`src/rtl/pattern_scan_ctrl.sv`:
```
// Sequencer that scans a parallel word MSB-first into the serial 001/1010 pattern detector.
// Latency: one scan lasts 3 + WORD_W*(STEP_DIV+2) cycles from the accepted start to the end of DONE.
// Backpressure: none. A start is acted on only in IDLE, and a start seen while busy is dropped.
//
// Build option: define SCAN_STOP_ON_MATCH_EN to end the scan at the first detector match.
//
// Ports:
//   clock, reset      system clock; asynchronous active-low reset
//   start, word       scan request and the word it latches
//   det_match         detector match flag, valid in the cycle after det_step
//   det_bit           serial bit to the detector (shift register MSB)
//   det_step          one-cycle detector clock-enable strobe
//   det_clear         one-cycle detector synchronous clear strobe
//   busy, done        scan in progress; one-cycle end-of-scan pulse
//   found, match_cnt  at least one match; number of matches in the scan
//   first_idx         bit index (0 = MSB) of the first match, or 0 when there was none
module pattern_scan_ctrl #(
    parameter int WORD_W   = 16,
    parameter int STEP_DIV = 25000000
) (
    input  logic                         clock,
    input  logic                         reset,
    input  logic                         start,
    input  logic [WORD_W-1:0]            word,
    input  logic                         det_match,
    output logic                         det_bit,
    output logic                         det_step,
    output logic                         det_clear,
    output logic                         busy,
    output logic                         done,
    output logic                         found,
    output logic [$clog2(WORD_W+1)-1:0]  match_cnt,
    output logic [$clog2(WORD_W)-1:0]    first_idx
);

    localparam int CW = $clog2(WORD_W + 1);
    localparam int IW = $clog2(WORD_W);
    // A divider of 1 still needs a one-bit prescaler so the compare stays well formed.
    localparam int PW = (STEP_DIV > 1) ? $clog2(STEP_DIV) : 1;

    localparam logic [PW-1:0] PRE_LAST = PW'(STEP_DIV - 1);
    localparam logic [CW-1:0] CNT_LAST = CW'(WORD_W);

    typedef enum logic [2:0] {
        S_IDLE  = 3'd0,
        S_CLEAR = 3'd1,
        S_WAIT  = 3'd2,
        S_STEP  = 3'd3,
        S_CHECK = 3'd4,
        S_DONE  = 3'd5
    } state_t;

    state_t              state_q,     state_d;
    logic [WORD_W-1:0]   shift_q,     shift_d;
    logic [CW-1:0]       bit_cnt_q,   bit_cnt_d;
    logic [PW-1:0]       pre_q,       pre_d;
    logic                det_step_q,  det_step_d;
    logic                det_clear_q, det_clear_d;
    logic                busy_q,      busy_d;
    logic                done_q,      done_d;
    logic                found_q,     found_d;
    logic [CW-1:0]       match_cnt_q, match_cnt_d;
    logic [IW-1:0]       first_idx_q, first_idx_d;

    always_comb begin
        state_d     = state_q;
        shift_d     = shift_q;
        bit_cnt_d   = bit_cnt_q;
        pre_d       = pre_q;
        found_d     = found_q;
        match_cnt_d = match_cnt_q;
        first_idx_d = first_idx_q;

        case (state_q)
            S_IDLE: begin
                if (start) begin
                    shift_d     = word;
                    bit_cnt_d   = '0;
                    match_cnt_d = '0;
                    found_d     = 1'b0;
                    first_idx_d = '0;
                    state_d     = S_CLEAR;
                end
            end

            S_CLEAR: begin
                pre_d   = '0;
                state_d = S_WAIT;
            end

            S_WAIT: begin
                if (pre_q == PRE_LAST) begin
                    pre_d   = '0;
                    state_d = S_STEP;
                end else begin
                    pre_d = pre_q + PW'(1);
                end
            end

            S_STEP: begin
                // The detector captures det_bit on this edge, so the next bit moves up behind it.
                shift_d   = {shift_q[WORD_W-2:0], 1'b0};
                bit_cnt_d = bit_cnt_q + CW'(1);
                state_d   = S_CHECK;
            end

            S_CHECK: begin
                if (det_match) begin
                    match_cnt_d = match_cnt_q + CW'(1);
                    if (!found_q) begin
                        found_d = 1'b1;
                        // bit_cnt already counts the bit just stepped, so the index is one less.
                        first_idx_d = IW'(bit_cnt_q - CW'(1));
                    end
                end
`ifdef SCAN_STOP_ON_MATCH_EN
                if (det_match || (bit_cnt_q == CNT_LAST)) begin
                    state_d = S_DONE;
                end else begin
                    state_d = S_WAIT;
                end
`else
                if (bit_cnt_q == CNT_LAST) begin
                    state_d = S_DONE;
                end else begin
                    state_d = S_WAIT;
                end
`endif
            end

            S_DONE: begin
                state_d = S_IDLE;
            end

            default: begin
                state_d = S_IDLE;
            end
        endcase

        // Strobes are decoded from the next state and registered, so each one is high
        // in exactly the cycle its state occupies and never depends combinationally on an input.
        det_clear_d = (state_d == S_CLEAR);
        det_step_d  = (state_d == S_STEP);
        done_d      = (state_d == S_DONE);
        busy_d      = (state_d == S_CLEAR) || (state_d == S_WAIT) ||
                      (state_d == S_STEP)  || (state_d == S_CHECK);
    end

    always_ff @(posedge clock or negedge reset) begin
        if (!reset) begin
            state_q     <= S_IDLE;
            shift_q     <= '0;
            bit_cnt_q   <= '0;
            pre_q       <= '0;
            det_step_q  <= 1'b0;
            det_clear_q <= 1'b0;
            busy_q      <= 1'b0;
            done_q      <= 1'b0;
            found_q     <= 1'b0;
            match_cnt_q <= '0;
            first_idx_q <= '0;
        end else begin
            state_q     <= state_d;
            shift_q     <= shift_d;
            bit_cnt_q   <= bit_cnt_d;
            pre_q       <= pre_d;
            det_step_q  <= det_step_d;
            det_clear_q <= det_clear_d;
            busy_q      <= busy_d;
            done_q      <= done_d;
            found_q     <= found_d;
            match_cnt_q <= match_cnt_d;
            first_idx_q <= first_idx_d;
        end
    end

    assign det_bit   = shift_q[WORD_W-1];
    assign det_step  = det_step_q;
    assign det_clear = det_clear_q;
    assign busy      = busy_q;
    assign done      = done_q;
    assign found     = found_q;
    assign match_cnt = match_cnt_q;
    assign first_idx = first_idx_q;

endmodule

```
`config.mk`:
```
export PLATFORM = sky130hd
export DESIGN_NAME = pattern_scan_ctrl
export DESIGN_NICKNAME = d
export VERILOG_FILES = /design/src/rtl/pattern_scan_ctrl.sv
export SDC_FILE = /design/constraint.sdc
export NUM_CORES = 1
export LEC_CHECK = 0
export CAP_MARGIN = 20
export CORE_ASPECT_RATIO = 2
export CORE_MARGIN = 5
export CORE_UTILIZATION = 50
export CTS_BUF_LIST = sky130_fd_sc_hd__clkbuf_8
export DETAILED_ROUTE_END_ITERATION = 16
export PLACE_DENSITY = 0.8
export SLEW_MARGIN = 20
export SYNTH_ARGS = -nofsm -noshare
export SYNTH_HDL_FRONTEND = slang
export SYNTH_SLANG_ARGS = --single-unit
```
`constraint.sdc`:
```
create_clock -name clock -period 3.3 [get_ports clock]
set_clock_uncertainty 0.15 [all_clocks]
set_input_delay 0.495 -clock clock [delete_from_list [all_inputs] [get_ports clock]]
set_output_delay 0.495 -clock clock [all_outputs]
set_load 0.01 [all_outputs]
```
Yosys cells after proc, flatten, opt, wreduce, memory -nomap -nowiden
Index checks and enable logic that the tools add are counted.
- register bits: 63
- bits of input ports: 20
- add/sub/neg operators: 4
- equality and inequality tests: 14
- multiplexer cells: 19
- reduce and logical (&&, ||, !) cells: 10
- operator list (cell ; count):
    case mux 25 bit (2 select lines) ; 1
    case mux 16 bit (2 select lines) ; 1
    adder 25 x 1 -> 25 bit (second input constant) ; 1
    equality test 25 bit (second input constant) ; 1
    two-way mux 25 bit ; 1
    case mux 5 bit (2 select lines) ; 2
    two-way mux 16 bit ; 1
    case mux 3 bit (5 select lines) ; 1
    equality test 3 x 2 -> 1 bit (second input constant) ; 4
    two-way mux 4 bit ; 3
    adder 5 x 1 -> 5 bit (second input constant) ; 2
    two-way mux 5 bit ; 2
    equality test 3 bit (second input constant) ; 3
    two-way mux 3 bit ; 3
    case mux 4 bit (2 select lines) ; 1
    equality test 3 x 1 -> 1 bit (second input constant) ; 2
    != test 2 bit (second input constant) ; 3
    nonzero test 2 bit ; 3
    equality test 5 bit (second input constant) ; 1
    AND reduction 4 bit ; 1
    subtractor 4 x 1 -> 4 bit (second input constant) ; 1
    zero test 3 bit ; 1
    logical OR 1 bit ; 3
    AND reduction 3 bit ; 1
    3 further kinds ; 4

Logic depth before layout (Yosys ltp)
- depth after elaboration: 7
- mapped depth: 7
- mapped depth without buffers: 6

Worst setup path after synthesis
No wires, ideal clock.
- path kind: flip-flop to flip-flop
- start: register pre_q[0]
- end: register pre_q[22]
- setup time: 87 ps
- data arrival time: 2089 ps
- required time: 3063 ps
- setup slack: 975 ps
- stages on the path, launching flop included: 7
- period minus slack after synthesis: 2325 ps
- cell sequence: dfrtp_1 -> ha_1 -> inv_1 -> or4_4 -> or4_1 -> or4_1 -> o211ai_1
- word-level cells in the longest chain between the ends: 3
- elaborated cells on any way between the ends: 4
- ends and longest elaborated chain (item ; line ; text):
    start, declared ; 56 ; logic [PW-1:0] pre_q, pre_d;
    start signal, assigned ; 166 ; pre_q <= pre_d;
    adder 25 x 1 -> 25 bit or equality test 25 bit (tied branches) ; 96, 92 ;
    two-way mux 25 bit * ; 92 ; if (pre_q == PRE_LAST) begin
    case mux 25 bit (2 select lines) * ; 74 ; case (state_q)
Mark *: on every way between the ends. The rest lies on a longest branch, timed or not.
A chain may end at the register's enable or synchronous reset.

Worst setup path after layout
- start: register pre_q[10]
- end: register pre_q[8]
- word-level cells in the longest chain between the ends: 3
- ends and longest elaborated chain (item ; line):
    equality test 25 bit ; 92
    two-way mux 25 bit ; 92
    case mux 25 bit (2 select lines) ; 74
Every way passes these cells.

==> qor.csv <==
stage;metric;value;unit
route;final WL;7270;um
route;TritonRoute pass-1 iters;4;
route;WL per Instance;15.8;um
global_route;overall global routing resource usage;19.8;%
floorplan;die width;66.7;um
pwr;VDD IR max;0.522;mV
synthesis;mean area per synthesized cell;9.58;um2
floorplan;Starting Density;51.0;%
timing;Final Max Tran Viols;0;
synthesis;Post-Synthesis Cells;336;
setup_path;Crit path arrival time;2760;ps
synthesis;synthesized cell area;3220;um2
setup_path;Worst Setup End Kind;flop;
timing;Setup Viol. Count Final;0;
setup_path;Critical Path Source;pre_q[10]$_DFFE_PN0P_;
timing;Fin. Hold Viols;5;
placement;placer congestion estimate;0.873;
clocking;Max Buffers Root-to-Sink;2;
timing;final period utilization;81.4;%
cells_and_area;fin area;3810;um2
clocking;Sinks on Clock Net;63;
timing;Post-Route Setup TNS;0;ps
setup_path;FF-to-FF Start;pre_q[10]$_DFFE_PN0P_;
synthesis;sequential area share after synthesis;49.0;%
setup_path;CP Data Required Time;3370;ps
floorplan;Die Ht;123;um
setup_path;critical path fanouts, max;38;
clocking;Root Buffer;clkbuf_8;
global_route;first-pass GRT wire length;12400;um
clocking;H-tree Lvls;3;
timing;RSZ-0062 raised after global routing;false;
synthesis;register bit total from synthesis;63;
cells_and_area;final net count;395;
pwr;sw power;0.968;mW
route;via count;2767;
setup_path;critical-path cell list;nor4b_1 > nand4_1 > or4_2 > nand2_1 > o21ai_0;
placement;area of placed instances;3650;um2
pwr;Net Sw Frac;37.5;%
route;Vias per Instance;6.02;
pwr;Tot Pwr;2.58;mW
route;DRC;0;
floorplan;core outline area;6310;um2
pwr;Internal;1.61;mW
global_route;initial antenna violation count;0;
route;Post-DRT Antenna Nets;0;
cells_and_area;ratio of cells with drive above 1 in the final layout;8.29;%
synthesis;asr flop ratio synth;100;%
synthesis;Top FF cell, synth;dfrtp_1;
setup_path;Worst path slowest cell;or4_2;
pwr;sequential power share;42.4;%
clocking;Hold-fix buffers, CTS;0;
pwr;LEAKAGE;1.55;nW
cells_and_area;fill cell instance count of the final layout;557;
placement;hpwl dp;5180;um
synthesis;Distinct cells, synth;39;
pwr;Logic pwr share;36.0;%
route;starting DRC count in detailed routing;217;
timing;max_slew headroom;51.0;%
outcome;violated checks;negative hold slack;
cells_and_area;area occupied by multi-input gates;1560;um2
clocking;post-CTS setup buffers;0;
timing;WHS;-9.27;ps
flow_run;Max-Cap Viols;0;
setup_path;critical path launch point type;flop;
clocking;CTS Buf Count;9;
synthesis;yosys warns;0;
setup_path;crit-path max cell delay;1060;ps
floorplan;io pins;35;
floorplan;Total Die Area;8240;um2
pwr;Clk pwr share;21.5;%
clocking;Clk Latency, worst-skew pair;350;ps
cells_and_area;antenna diode count;0;
synthesis;Post-synth EDFFs;0;
synthesis;syn nets;361;
outcome;status;finished with violations;
min_path;worst min-delay path category;in -> async;
cells_and_area;Area Growth Syn to Fin;18.5;%
global_route;vias in the first global route;2723;
clocking;post-CTS sizing;0;
placement;# port buffers;34;
setup_path;Setup Crit Path Kind;reg -> reg;
cells_and_area;register area;1580;um2
timing;fmax;372;MHz
floorplan;Row Count;41;
timing;minimum clock period;2690;ps
global_route;Overflow after GRT;0;
clocking;CTS tree;yes;
clocking;Clk pin slew, worst setup/hold paths;70;ps
global_route;largest net degree at the start of global routing;64;
timing;Worst Max-Slew Pin Slew;734;ps
pwr;Power per Cell Area;677;nW/um2
==> area by class of cell <==
type | count | area share (%)
clock buffer | 10 | 3.61
tap | 86 | 2.82
timing repair buffer | 40 | 10.3
inverter | 6 | 0.591
sequential | 63 | 41.4
multi-input combinational | 250 | 40.8
clock inverter | 5 | 0.525
==> per-stage QoR <==
stage	worst slack, ps	util (%)	std cells
detailed placement	636	57.9	445
finish	613	60.4	460
global route	449	60.4	460
global placement	782	57.9	445
floorplan	975	-	336
CTS	622	60.4	460
==> power by group through the flow <==
stage	combinational (mW)	sequential, mW	clock (mW)
2_1_floorplan	0.643	1.08	0
3_3_place_gp	0.905	1.10	0
3_5_place_dp	0.938	1.11	0
4_1_cts	0.943	1.10	0.571
5_1_grt	1.05	1.13	0.600
6_report	0.930	1.10	0.556
==> state kept, by name, indices dropped and copies added (netlist names) <==
name and count:
pre_q 25, done 1, state_q 3, busy 1, det_clear 1, first_idx 4, shift_q 16, bit_cnt_q 5
det_step 1, found 1, match_cnt 5
==> cells in the mapped netlist (2+ instances only) <==
cell,n,area share [%]
nand3b_1,15,3.5
or4_2,3,0.82
nand2_1,44,5.1
buf_2,6,0.93
o21ai_0,35,5.4
a21oi_1,2,0.31
nand2b_1,3,0.58
xor2_1,5,1.4
xnor2_1,2,0.54
nor4_1,3,0.58
and3_1,7,1.4
mux2_2,2,0.70
or4_1,2,0.47
nor3_1,10,1.6
clkbuf_1,10,1.2
nor2_1,15,1.7
nor4b_1,2,0.54
inv_1,6,0.70
nand4_1,6,1.2
and2_1,2,0.39
dfrtp_1,63,49
ha_1,5,1.9
o31ai_1,8,1.9
mux2i_1,17,5.3
a31oi_1,35,6.8
nand3_1,15,2.3
==> layer usage <==
layer	vias up	track usage (%)	wire, um
met2	75	35.4	4020
met3	20	5.36	329
met1	1361	21.2	2710
met4	0	8.40	221
li1	1311	-	-
met5	-	0	0
==> final timing paths <==
kind	to	slack [ps]	cells past startpoint
setup reg to reg	pre_q[8]$_DFFE_PN0P_	610	5
hold reg to reg	first_idx[0]$_DFFE_PN0P_	320	2
max in group asynchronous	pre_q[5]$_DFFE_PN0P_	2710	2
hold / removal	pre_q[18]$_DFFE_PN0P_	-9	2
min in group clock	first_idx[0]$_DFFE_PN0P_	320	2
setup / recovery	pre_q[8]$_DFFE_PN0P_	610	5
==> placed cells by master (no fill, tap or decap), types with 5 or more instances in the layout <==
master and count:
dfrtp_1 63, nand2_1 44, o21ai_0 35, a31oi_1 35, clkdlybuf4s50_1 33, mux2i_1 17
nand3_1 15, nand3b_1 15, nor2_1 13, inv_1 10, nor3_1 10, clkbuf_8 10
o31ai_1 8, and3_1 7, nand4_1 6, xor2_1 5, ha_1 5, buf_4 5
==> cells by family (layout without fill, tap and decap cells) <==
group / Yosys count / in the layout / share of synthesized area [%]
and+or+nand+nor: 136 / 136 / 22.9
AOI/OAI and AO/OA: 83 / 83 / 15.2
DFF: 63 / 63 / 49.0
buffers and inverters: 23 / 61 / 3.03
muxes: 19 / 19 / 5.99
xor gates and xnor gates: 7 / 7 / 1.91
adders and majority gates: 5 / 5 / 1.94
==> worst max-delay path: cells and delay by family, from the launching register on <==
family	cells	cell delay (ps)
flip-flops	1	430
AND/OR/NAND/NOR	4	1850
AO/OA/AOI/OAI	1	120
Power figures use the tool's default switching activity.
